## config.mk

```make
export PLATFORM = sky130hd
export DESIGN_NAME = note_slot_arbiter
export DESIGN_NICKNAME = d
export VERILOG_FILES = /design/src/rtl/note_slot_arbiter.sv
export SDC_FILE = /design/constraint.sdc
export NUM_CORES = 1
export LEC_CHECK = 0
export CAP_MARGIN = 20
export CORE_MARGIN = 2
export CORE_UTILIZATION = 40
export CTS_CLUSTER_DIAMETER = 50
export DETAILED_ROUTE_END_ITERATION = 8
export SYNTH_ARGS = -nofsm -noshare
export SYNTH_HDL_FRONTEND = slang
export SYNTH_SLANG_ARGS = --single-unit
```

## constraint.sdc

```tcl
create_clock -name clock -period 2.2 [get_ports clock]
set_input_delay 0.33 -clock clock [delete_from_list [all_inputs] [get_ports clock]]
set_output_delay 0.33 -clock clock [all_outputs]
set_load 0.1 [all_outputs]
```

## src/rtl/note_slot_arbiter.sv

```systemverilog
// note_slot_arbiter: resolves MIDI note events into a two-slot shadow table
// (free slot first, then least-recently-used replacement) and commits the
// table to the wave-generator outputs only on a rising vsync.
// Optional feature macro: NOTE_SLOT_RELEASE_EN. When defined, note-off events
// free matching slots; when undefined, key_on is ignored and every event is a
// note-on, so slots are only ever replaced, never freed.
`timescale 1ns/1ps
module note_slot_arbiter #(
   parameter int KEY_BASE = 48,
   parameter int NUM_FREQ = 32
) (
   input  logic       clock,
   input  logic       reset_n,
   input  logic       midi_ready,
   input  logic       key_on,
   input  logic [6:0] key_index,
   input  logic       vsync,
   output logic [4:0] freq_id1,
   output logic [4:0] freq_id2,
   output logic [1:0] active,
   output logic       new_freq,
   output logic       dropped
);

   localparam logic [7:0] BASE8 = 8'(KEY_BASE);
   localparam logic [7:0] NUM8  = 8'(NUM_FREQ);

   typedef enum logic {IDLE = 1'b0, RESOLVE = 1'b1} state_t;

   // A key is usable when it lies in [KEY_BASE, KEY_BASE+NUM_FREQ-1].
   function automatic logic key_in_range(input logic [6:0] key);
      logic [7:0] ext;
      ext = {1'b0, key};
      return (ext >= BASE8) && ((ext - BASE8) < NUM8);
   endfunction

   state_t     state_r;
   logic [6:0] ev_key_r;
   logic [4:0] sh_id0_r;
   logic [4:0] sh_id1_r;
   logic [1:0] sh_act_r;
   logic       lru_r;
   logic       vs_q_r;

`ifdef NOTE_SLOT_RELEASE_EN
   logic       ev_on_r;
`else
   logic       unused_key_on_s;
   assign unused_key_on_s = key_on;
`endif

   logic       in_range_s;
   logic       on_s;
   logic [4:0] id_s;
   logic       hit0_s;
   logic       hit1_s;
   logic [4:0] nx_id0_s;
   logic [4:0] nx_id1_s;
   logic [1:0] nx_act_s;
   logic       nx_lru_s;

   logic       vs_rise_s;
   logic [4:0] pr_id0_s;
   logic [4:0] pr_id1_s;
   logic       changed_s;

   // next shadow table for the event held in the event register
   always_comb begin
      in_range_s = key_in_range(ev_key_r);
      // low five bits of (key - base) are the frequency id
      id_s       = ev_key_r[4:0] - BASE8[4:0];
`ifdef NOTE_SLOT_RELEASE_EN
      on_s       = ev_on_r;
`else
      on_s       = 1'b1;
`endif
      hit0_s     = sh_act_r[0] && (sh_id0_r == id_s);
      hit1_s     = sh_act_r[1] && (sh_id1_r == id_s);
      nx_id0_s   = sh_id0_r;
      nx_id1_s   = sh_id1_r;
      nx_act_s   = sh_act_r;
      nx_lru_s   = lru_r;
      if ((state_r == RESOLVE) && in_range_s) begin
         if (on_s) begin
            if (hit0_s) begin
               nx_lru_s = 1'b1;
            end else if (hit1_s) begin
               nx_lru_s = 1'b0;
            end else if (!sh_act_r[0]) begin
               nx_id0_s    = id_s;
               nx_act_s[0] = 1'b1;
               nx_lru_s    = 1'b1;
            end else if (!sh_act_r[1]) begin
               nx_id1_s    = id_s;
               nx_act_s[1] = 1'b1;
               nx_lru_s    = 1'b0;
            end else if (lru_r == 1'b0) begin
               nx_id0_s = id_s;
               nx_lru_s = 1'b1;
            end else begin
               nx_id1_s = id_s;
               nx_lru_s = 1'b0;
            end
         end else begin
            // release keeps the stale id; the freed slot becomes the LRU one
            if (hit0_s) begin
               nx_act_s[0] = 1'b0;
               nx_lru_s    = 1'b0;
            end else if (hit1_s) begin
               nx_act_s[1] = 1'b0;
               nx_lru_s    = 1'b1;
            end else begin
               nx_lru_s = lru_r;
            end
         end
      end else begin
         nx_lru_s = lru_r;
      end
   end

   // commit view of the shadow table and frame-edge detect
   always_comb begin
      vs_rise_s = vsync & ~vs_q_r;
      pr_id0_s  = sh_act_r[0] ? sh_id0_r : 5'd0;
      pr_id1_s  = sh_act_r[1] ? sh_id1_r : 5'd0;
      changed_s = ({pr_id0_s, pr_id1_s, sh_act_r} != {freq_id1, freq_id2, active});
   end

   // event FSM: capture, resolve into the shadow table, flag rejected keys
   always_ff @(posedge clock or negedge reset_n) begin
      if (!reset_n) begin
         state_r  <= IDLE;
         ev_key_r <= 7'd0;
`ifdef NOTE_SLOT_RELEASE_EN
         ev_on_r  <= 1'b0;
`endif
         sh_id0_r <= 5'd0;
         sh_id1_r <= 5'd0;
         sh_act_r <= 2'b00;
         lru_r    <= 1'b0;
         dropped  <= 1'b0;
      end else begin
         sh_id0_r <= nx_id0_s;
         sh_id1_r <= nx_id1_s;
         sh_act_r <= nx_act_s;
         lru_r    <= nx_lru_s;
         // flag the rejection in the cycle the event is being resolved
         dropped  <= midi_ready && !key_in_range(key_index);
         case (state_r)
            IDLE, RESOLVE: begin
               if (midi_ready) begin
                  ev_key_r <= key_index;
`ifdef NOTE_SLOT_RELEASE_EN
                  ev_on_r  <= key_on;
`endif
                  state_r  <= RESOLVE;
               end else begin
                  state_r  <= IDLE;
               end
            end
            default: begin
               state_r <= IDLE;
            end
         endcase
      end
   end

   // frame-boundary commit of the shadow table to the outputs
   always_ff @(posedge clock or negedge reset_n) begin
      if (!reset_n) begin
         vs_q_r   <= 1'b0;
         freq_id1 <= 5'd0;
         freq_id2 <= 5'd0;
         active   <= 2'b00;
         new_freq <= 1'b0;
      end else begin
         vs_q_r <= vsync;
         if (vs_rise_s) begin
            freq_id1 <= pr_id0_s;
            freq_id2 <= pr_id1_s;
            active   <= sh_act_r;
            new_freq <= changed_s;
         end else begin
            new_freq <= 1'b0;
         end
      end
   end

endmodule

```

==> out/results.ini, run 1 <==
[run_status]
outcome = finished clean

[floorplan]
die_w_um = 70.6
core-area_um2 = 4320
dieArea_um2 = 4980
start_util_pct = 41.0
io_pins = 26
die_height_um = 70.6
rows = 24

[cts]
tritoncts = yes
cts_buffer_depth = 2
numCtsBuffers = 5
clockRootBuffer = clkbuf_8
cts_hold_buf = 0
path_clk_slew_ns = 0.07
clk_latency_ns = 0.29
cts.sinks = 36
cts-resized-gates = 0
postCtsSetupRepairBufs = 0
htree_levels = 2

[sta]
max_freq_ghz = 0.492
fin_tns_setup_ns = 0
period_minus_slack_ns = 2.03
rsz0062_at_grt = false
drv_slew = 0
fin_crit_sh_pct = 92.3
hold_violations = 0
setup_viol = 0
clock_skew_ns = 0.00622
setup_slack_ns = 0.168
tightest_slew_ns = 0.779
maxSlewHeadroom_pct = 48.1

[synthesis]
ys_seq_area_share_pct = 50.8
syn_inst = 167
syn_area_per_cell_um2 = 10.6
synth_cell_types = 31
ys_ff_latch = 36
syn_nets = 183
netlist_area_um2 = 1770
yosysWarnings = 0

[layout]
drive_above_1_share_pct = 22.6
antenna_cells = 0
fin_nets = 210
layout.cells.non_filler = 247
area_delta_synth_final_pct = 20.0

[critical_path]
reg2reg_from = ev_key_r[5]$_DFFE_PN0P_
endpoint_kind = register
crit_type = register to register
crit_fanout = 5
crit_arrival_ns = 2.20
required_ns = 2.37
r2r_slack_ns = 0.17
reg2reg_to = sh_id1_r[3]$_DFFE_PN0P_
worstRegToRegCells = 8
start_kind = register

[power_and_ir_drop]
peakVddDrop_uv = 475
p_leak_nw = 0.937
p_per_area_nw_per_um2 = 1480

[detailed_routing]
route.detailed.drc = 0
vias = 1276
firstDrtPassIters = 4
dr.first_iter.drc_count = 45
drt_wl_total_mm = 3.37
postRouteAntennaNets = 0
wire_per_inst_um = 13.6
detail_route.vias_per_cell = 5.17

[global_routing]
grt_pass1_vias = 1305
grt_first_pass_wirelength_mm = 5.82
antenna_found_initial = 0
grt_max_degree = 37
overflow = 0
grt_use_total_pct = 15.0

[placement]
dp_hpwl_mm = 2.53
numPortBuffers = 24
preCtsSetupSlack_ns = 0.162
gp_congestion = 0.783
post-place-cells = 239

[min_path]
hold_class = primary input to asynchronous set/reset pin

[run]
maxCapViolations = 0

-- worst max-delay path, stage by stage (launching register included) --
cell and delay [ns]:
dfrtp_1 0.37, ha_1 0.15, inv_1 0.04, ha_1 0.26
nand4bb_1 0.11, nor2_2 0.17, o21ai_2 0.11, nor3_4 0.32
mux2_2 0.38
-- metal layers --
metal	wire length (µm)	global-route usage [%]
met3	196	4.70
met5	0	0
met1	1510	17.8
met4	29	3.77
met2	1630	26.6
-- final cells by class --
cell class	count	area (µm²)
Timing Repair Buffer	27	228
Sequential cell	36	901
Inverter	11	41.3
Clock buffer	8	90.1
Fill cell	405	2200
Multi-Input combinational cell	113	803
Tap cell	52	65.1
-- sequential cells by signal, indices dropped and copies added, names as in the netlist --
name,count
active,2
sh_act_r,2
ev_key_r,7
sh_id0_r,5
new_freq,1
freq_id2,5
vs_q_r,1
lru_r,1
freq_id1,5
dropped,1
sh_id1_r,5
state_r,1
-- metrics by stage --
stage	power [mW]	utilization, %	hold slack, ns	cell area [µm²]
2_1_floorplan	2.35	-	0.0344	1770
3_3_place_gp	2.65	47.1	0.515	2040
3_5_place_dp	2.70	47.1	0.531	2040
4_1_cts	3.19	49.2	0.479	2130
5_1_grt	3.35	49.2	0.507	2130
6_report	3.15	49.2	0.465	2130
-- cell families after synthesis --
kind of cell    synth area share (%)
compound gates                  12.9
xor+xnor                        6.91
fa+ha+maj                       2.82
buf+inv                         3.95
flops                           50.8
mux                             10.0
simple gates                    12.6
-- where the power goes --
group          leakage, nW  total, mW  switching (mW)  internal, mW
Sequential           0.449       1.16           0.287         0.872
Clock               0.0455      0.477           0.222         0.255
Combinational        0.442       1.51            1.05         0.467
Total                0.937       3.15            1.56          1.59
-- cell usage in the layout, fill, tap and decap left out, types with 2 or more instances in the layout --
cell type and n:
o21ai_2 2, clkbuf_8 6, buf_4 17, dfrtp_1 36
o32ai_1 2, o31ai_1 4, a31oi_1 5, clkdlybuf4s50_1 10
mux2i_1 2, xor2_1 5, mux2_2 14, nand2_1 28
a21oi_1 4, inv_1 11, nor3_4 2, xnor2_1 9
nor3_1 4, ha_1 4, nor2_1 5, clkbuf_1 2
o21ai_0 11
-- synthesized netlist by cell type --
master / count / area (µm²)
dfrtp_1: 36 / 901
nand2_1: 28 / 105
mux2_2: 14 / 158
inv_1: 11 / 41.3
o21ai_0: 11 / 55.1
xnor2_1: 9 / 78.8
a31oi_1: 5 / 31.3
clkbuf_1: 5 / 18.8
nor2_1: 5 / 18.8
xor2_1: 5 / 43.8
a21oi_1: 4 / 20.0
ha_1: 4 / 50.1
nor3_1: 4 / 20.0
o31ai_1: 4 / 30.0
buf_2: 2 / 10.0
mux2i_1: 2 / 20.0
nor3_4: 2 / 32.5
o21ai_2: 2 / 17.5
o32ai_1: 2 / 17.5
a222oi_1: 1 / 10.0
nand2b_1: 1 / 6.26
nand3_1: 1 / 5.00
nand4_2: 1 / 12.5
nand4bb_1: 1 / 11.3
nor2_2: 1 / 6.26
nor4_1: 1 / 6.26
o211ai_1: 1 / 7.51
o211ai_2: 1 / 12.5
o21a_1: 1 / 7.51
o221ai_1: 1 / 8.76
o41a_1: 1 / 11.3
-- worst max-delay path by stage --
| stage | to | slack, ns | startpoint | cells past startpoint |
|---|---|---|---|---|
| 2_1_floorplan | sh_id1_r[0]$_DFFE_PN0P_ | 0.15 | ev_key_r[4]$_DFFE_PN0P_ | 8 |
| 3_3_place_gp | sh_id1_r[0]$_DFFE_PN0P_ | 0.22 | ev_key_r[5]$_DFFE_PN0P_ | 8 |
| 3_5_place_dp | sh_id1_r[0]$_DFFE_PN0P_ | 0.16 | ev_key_r[5]$_DFFE_PN0P_ | 8 |
| 4_1_cts | sh_id1_r[0]$_DFFE_PN0P_ | 0.14 | ev_key_r[5]$_DFFE_PN0P_ | 8 |
| 5_1_grt | sh_id1_r[0]$_DFFE_PN0P_ | 0.02 | ev_key_r[5]$_DFFE_PN0P_ | 8 |
| 6_report | sh_id1_r[3]$_DFFE_PN0P_ | 0.17 | ev_key_r[5]$_DFFE_PN0P_ | 8 |
Note: power is estimated with default switching activity, not from simulation.
==> run 2: changes to the inputs <==
--- a/config.mk
+++ b/config.mk
@@ -5,11 +5,11 @@
 export SDC_FILE = /design/constraint.sdc
 export NUM_CORES = 1
 export LEC_CHECK = 0
-export CAP_MARGIN = 20
 export CORE_MARGIN = 2
 export CORE_UTILIZATION = 40
 export CTS_CLUSTER_DIAMETER = 50
 export DETAILED_ROUTE_END_ITERATION = 8
+export HOLD_SLACK_MARGIN = 0.05
 export SYNTH_ARGS = -nofsm -noshare
 export SYNTH_HDL_FRONTEND = slang
 export SYNTH_SLANG_ARGS = --single-unit
==> results of run 2 <==
Final layout, timing and power as in run 1 (identical DEF).
